`src/rtl/mips_if_pkg.sv`:
```
// Shared types and constants for the MIPS instruction-fetch stage.
package mips_if_pkg;
  localparam int XLEN = 32;
  localparam logic [XLEN-1:0] PC_STEP           = 32'd4;
  localparam logic [XLEN-1:0] RESET_PC_DEFAULT  = 32'h0000_0000;
  localparam logic [XLEN-1:0] NOP_INSTR_DEFAULT = 32'h0000_0000;

  typedef struct packed {
    logic            valid;
    logic [XLEN-1:0] instr;
    logic [XLEN-1:0] pc;
    logic [XLEN-1:0] pc4;
  } if_id_t;

  // Byte address to SRAM word index.
  function automatic logic [XLEN-1:0] word_addr(input logic [XLEN-1:0] byte_addr);
    return byte_addr >> 2;
  endfunction
endpackage

```
`src/rtl/mips_next_pc.sv`:
```
// Next-PC select: redirect beats stall, otherwise sequential +4 (wrapping).
module mips_next_pc
  import mips_if_pkg::*;
(
  input  logic            [XLEN-1:0] pc,
  input  logic                       stall,
  input  logic                       redirect_valid,
  input  logic            [XLEN-1:0] redirect_target,
  output logic            [XLEN-1:0] pc_nxt,
  output logic                       misalign_nxt
);
  always_comb begin
    pc_nxt       = pc + PC_STEP;
    misalign_nxt = 1'b0;
    if (redirect_valid) begin
      // Target is forced word-aligned; the dropped low bits are only reported.
      pc_nxt       = {redirect_target[XLEN-1:2], 2'b00};
      misalign_nxt = |redirect_target[1:0];
    end else if (stall) begin
      pc_nxt = pc;
    end
  end
endmodule

```
`src/rtl/mips_if_stage.sv`:
```
// MIPS IF stage: PC register, combinational SRAM address, IF/ID register, fetch counter.
module mips_if_stage
  import mips_if_pkg::*;
#(
  parameter logic [XLEN-1:0] RESET_PC  = RESET_PC_DEFAULT,
  parameter logic [XLEN-1:0] NOP_INSTR = NOP_INSTR_DEFAULT
) (
  input  logic            clka,
  input  logic            rstb,
  input  logic            stall,
  input  logic            flush,
  input  logic            redirect_valid,
  input  logic [XLEN-1:0] redirect_target,
  output logic [XLEN-1:0] imem_addr,
  input  logic [XLEN-1:0] imem_rdata,
  output logic            if_id_valid,
  output logic [XLEN-1:0] if_id_instr,
  output logic [XLEN-1:0] if_id_pc,
  output logic [XLEN-1:0] if_id_pc4,
  output logic [XLEN-1:0] fetch_count,
  output logic            misalign
);
  logic [XLEN-1:0] pc, pc_nxt;
  logic            misalign_nxt;
  logic            load;
  if_id_t          if_id;

  mips_next_pc u_next_pc (
    .pc              (pc),
    .stall           (stall),
    .redirect_valid  (redirect_valid),
    .redirect_target (redirect_target),
    .pc_nxt          (pc_nxt),
    .misalign_nxt    (misalign_nxt)
  );

  assign load      = !flush && !stall;
  assign imem_addr = word_addr(pc);

  always_ff @(posedge clka or negedge rstb) begin
    if (!rstb) begin
      pc          <= {RESET_PC[XLEN-1:2], 2'b00};
      misalign    <= 1'b0;
      if_id       <= '{valid: 1'b0, instr: NOP_INSTR, pc: '0, pc4: '0};
      fetch_count <= '0;
    end else begin
      pc       <= pc_nxt;
      misalign <= misalign_nxt;
      // Flush keeps pc/pc4 so decode still sees where the bubble came from.
      if (flush) begin
        if_id.valid <= 1'b0;
        if_id.instr <= NOP_INSTR;
      end else if (load) begin
        if_id       <= '{valid: 1'b1, instr: imem_rdata, pc: pc, pc4: pc + PC_STEP};
        fetch_count <= fetch_count + 1'b1;
      end
    end
  end

  assign if_id_valid = if_id.valid;
  assign if_id_instr = if_id.instr;
  assign if_id_pc    = if_id.pc;
  assign if_id_pc4   = if_id.pc4;
endmodule

```
`config.mk`:
```
export PLATFORM = sky130hd
export DESIGN_NAME = mips_if_stage
export DESIGN_NICKNAME = d
export VERILOG_FILES = /design/src/rtl/mips_if_pkg.sv /design/src/rtl/mips_next_pc.sv /design/src/rtl/mips_if_stage.sv
export SDC_FILE = /design/constraint.sdc
export NUM_CORES = 1
export LEC_CHECK = 0
export ABC_AREA = 0
export ABC_CLOCK_PERIOD_IN_PS = 1990
export BUFFER_PORTS_ARGS = -buffer_cell sky130_fd_sc_hd__clkbuf_2
export CORE_ASPECT_RATIO = 1.1
export CORE_MARGIN = 10
export CORE_UTILIZATION = 47
export DETAILED_ROUTE_END_ITERATION = 12
export PLACE_DENSITY = 0.82
export SYNTH_ARGS = -nofsm -noshare
export SYNTH_HDL_FRONTEND = slang
export SYNTH_HIERARCHICAL = 1
export SYNTH_SLANG_ARGS = --single-unit
```
`constraint.sdc`:
```
create_clock -name clka -period 1.99 [get_ports clka]
set_input_delay 0.597 -clock clka [delete_from_list [all_inputs] [get_ports clka]]
set_output_delay 0.597 -clock clka [all_outputs]
set_load 0.005 [all_outputs]
```
==> results.yml <==
critical_path:
  critPathMostFrequentCell: "or4_1"
  path_class: "reg2reg"
  critPathMaxFanout: 19
  cp.required_ns: 2.34
  cp-end-kind: "flip-flop"
  slowest_stage: "or4_1"
  cp_cell_sequence: "nand4_1 -> or4_1 -> buf_6 -> or4_1 -> a31oi_1"
  crit_arrival_ns: 2.29
  start_kind: "flip-flop"
  max_stage_delay_ns: 0.54
grt:
  grt_pass1_vias: 6979
  grt_first_pass_wirelength_microns: 36560
  grt_use_total_pct: 20.42
  overflow: 0
  antenna_found_initial: 0
  grt_max_degree: 57
yosys:
  async_flop_share_pct: 100.0
  yosysWarnings: 6
  ys.flop_type: "dfrtp_1"
  avgSynthCellArea_sq_um: 9.611
  ys_types: 55
  syn_inst: 813
  synth-seq-cells: 160
  ys_seq_area_share_pct: 51.24
  syn_area_sq_mm: 0.007814
  synth-edff-count: 0
cts:
  worstSkewPairLatency_ns: 0.43
  root_buffer: "clkbuf_16"
  cts_buffers: 17
  ctsHoldBuffers: 0
  cts_tree: "done"
  htreeDepth: 4
  cts.sinks: 160
  clk_pin_slew_ns: 0.06
  clockBufferDepth: 2
die:
  io_pins: 231
  core_region_area_sq_mm: 0.01631
  initial_core_util_pct: 47.91
  chipWidth_microns: 142.9
  dieArea_sq_mm: 0.02219
  chipHeight_microns: 155.2
  num_rows: 49
timing:
  drv_slew: 0
  fmax_ghz: 0.5157
  skew_ns: 0.01057
  slew_headroom_pct: 64.88
  min_period_ns: 1.939
  worstMarginPinSlew_ns: 0.5268
  hold_viol: 0
  hold_slack_ns: 0.09797
  period_share_pct: 97.45
  setup_viol: 0
place:
  dp_hpwl_microns: 17490
  routabilityCongestion: 0.9253
  dpl_cell_area_sq_mm: 0.009514
  placed_cells: 1258
  port-buffer-count: 228
run_status:
  status: "completed"
layout:
  fin_nets: 1149
  fin_util_pct: 61.98
  drive_gt1_share_pct: 33.58
  antennaDiodeCount: 0
  area_growth_syn_to_layout_pct: 29.37
  final_area_sq_mm: 0.01011
  final_cells: 1294
route:
  wl_per_cell_microns: 17.70
  drc_errors: 0
  firstDrtPassIters: 6
  drt-total-wl_microns: 22900
  drt_iter0_drc: 355
  viasPerCell: 5.426
  detail-route-antenna-nets: 0
  vias: 7021
min_path:
  worstHoldPathType: "in2async"
flow_run:
  maxCapViolations: 0
pwr:
  irDropWorstVdd_mv: 0.6369
  power.total_w: 0.008433
  p_leak_nw: 5.061
  power_density_mw_per_mm2: 834.3
==> critical path, delay by kind of cell, from the launching register on <==
kind / cells / cell delay, ns
compound gates: 1 / 0.17
simple gates: 3 / 1.10
buf+inv: 1 / 0.18
flops: 1 / 0.40
==> registers in the layout (all words and copies together), names as in the netlist <==
name / count
if_id_pc4: 30
misalign: 1
if_id_valid: 1
pc: 32
fetch_count: 32
if_id_pc: 32
if_id_instr: 32
==> cell families after synthesis <==
group,Yosys count,share of synthesized area (%)
DFF,160,51.24
other,1,0.04799
buffers and inverters,83,6.149
and+or+nand+nor,393,24.98
xor gates and xnor gates,54,6.053
adders and majority gates,3,0.4804
AOI/OAI and AO/OA,86,6.822
muxes,33,4.227
==> where the power goes <==
part	internal (W)	switching [W]	leakage, nW	total [W]
clock network	0.00167	0.00132	0.254	0.00300
logic	0.000704	0.000825	2.79	0.00153
registers	0.00360	0.000310	2.02	0.00391
total	0.00597	0.00246	5.06	0.00843
==> cell type report <==
type / instances / area [sq um]
Clock buffer: 22 / 464.2
Tap cell: 204 / 255.2
Multi-Input combinational cell: 571 / 3368
Fill cell: 1347 / 6200
Sequential cell: 160 / 4006
Timing Repair Buffer: 318 / 1902
Clock inverter: 10 / 78.83
Inverter: 9 / 33.78
==> metrics by stage <==
stage | TNS [ns] | setup WS, ns
CTS | 0 | 0.01346
global placement | -2.051 | -0.1367
global route | -0.08103 | -0.02545
floorplan | 0 | 0.01424
detailed placement | -3.479 | -0.1772
finish | 0 | 0.05075
==> timing repair <==
action | 4_1_cts | 5_1_grt
buffers inserted | 0 | 4
gates resized for setup | 1 | 7
pin swaps | 0 | 4
setup endpoints to repair | 4 | 15
==> final timing paths <==
kind,start,end,slack (ns),depth (start not counted)
worst min-delay path,rstb,if_id_pc[5],0.1,1
worst min register to register,if_id_pc[12],if_id_pc[12],0.47,2
worst max-delay path,pc[10],if_id_pc4[29],0.05,5
worst max register to register,pc[10],if_id_pc4[29],0.05,5
min in group clka,redirect_target[9],pc[9],0.37,3
max in group asynchronous,rstb,if_id_pc4[6],1.27,2
==> Yosys cell counts (6+ instances only) <==
| cell | count | share of area, % |
|---|---|---|
| o211ai_1 | 6 | 0.58 |
| nand2_1 | 167 | 8.0 |
| mux2i_1 | 33 | 4.2 |
| nand4_1 | 28 | 2.2 |
| buf_4 | 36 | 3.5 |
| dfrtp_1 | 160 | 51 |
| and4_1 | 7 | 0.78 |
| clkbuf_1 | 22 | 1.1 |
| o21ai_0 | 29 | 1.9 |
| xnor2_1 | 31 | 3.5 |
| and3_1 | 12 | 0.96 |
| a31oi_1 | 21 | 1.7 |
| or4_1 | 21 | 2.0 |
| buf_1 | 7 | 0.34 |
| or3_1 | 9 | 0.72 |
| nor2_1 | 65 | 3.1 |
| inv_1 | 9 | 0.43 |
| xor2_1 | 23 | 2.6 |
| nand3_1 | 40 | 2.6 |
| o31ai_1 | 14 | 1.3 |
| nor3_1 | 9 | 0.58 |
==> layout by cell type (no fill, tap or decap), types with 5 or more instances in the layout <==
cell type    n
o211ai_1     6
o31ai_1     14
o21ai_1      5
xnor2_1     31
clkbuf_16   17
and4_1       7
nand3_1     39
buf_4       83
nor2_1      65
xor2_1      23
o21ai_0     29
inv_1        9
buf_12       6
mux2i_1     33
nand4_1     28
nand2_1    167
clkbuf_2   227
or4_1       20
nor3_1       9
and3_1      11
or3_1        8
a31oi_1     21
dfrtp_1    158
==> routing by layer <==
layer	GRT usage (%)	vias up	routed length, microns
met5	0	-	0
met4	7.375	0	479
met3	5.085	37	1630
met2	34.52	273	11470
met1	24.60	3382	9319
li1	-	3329	-
Note: power is estimated with default switching activity, not from simulation.
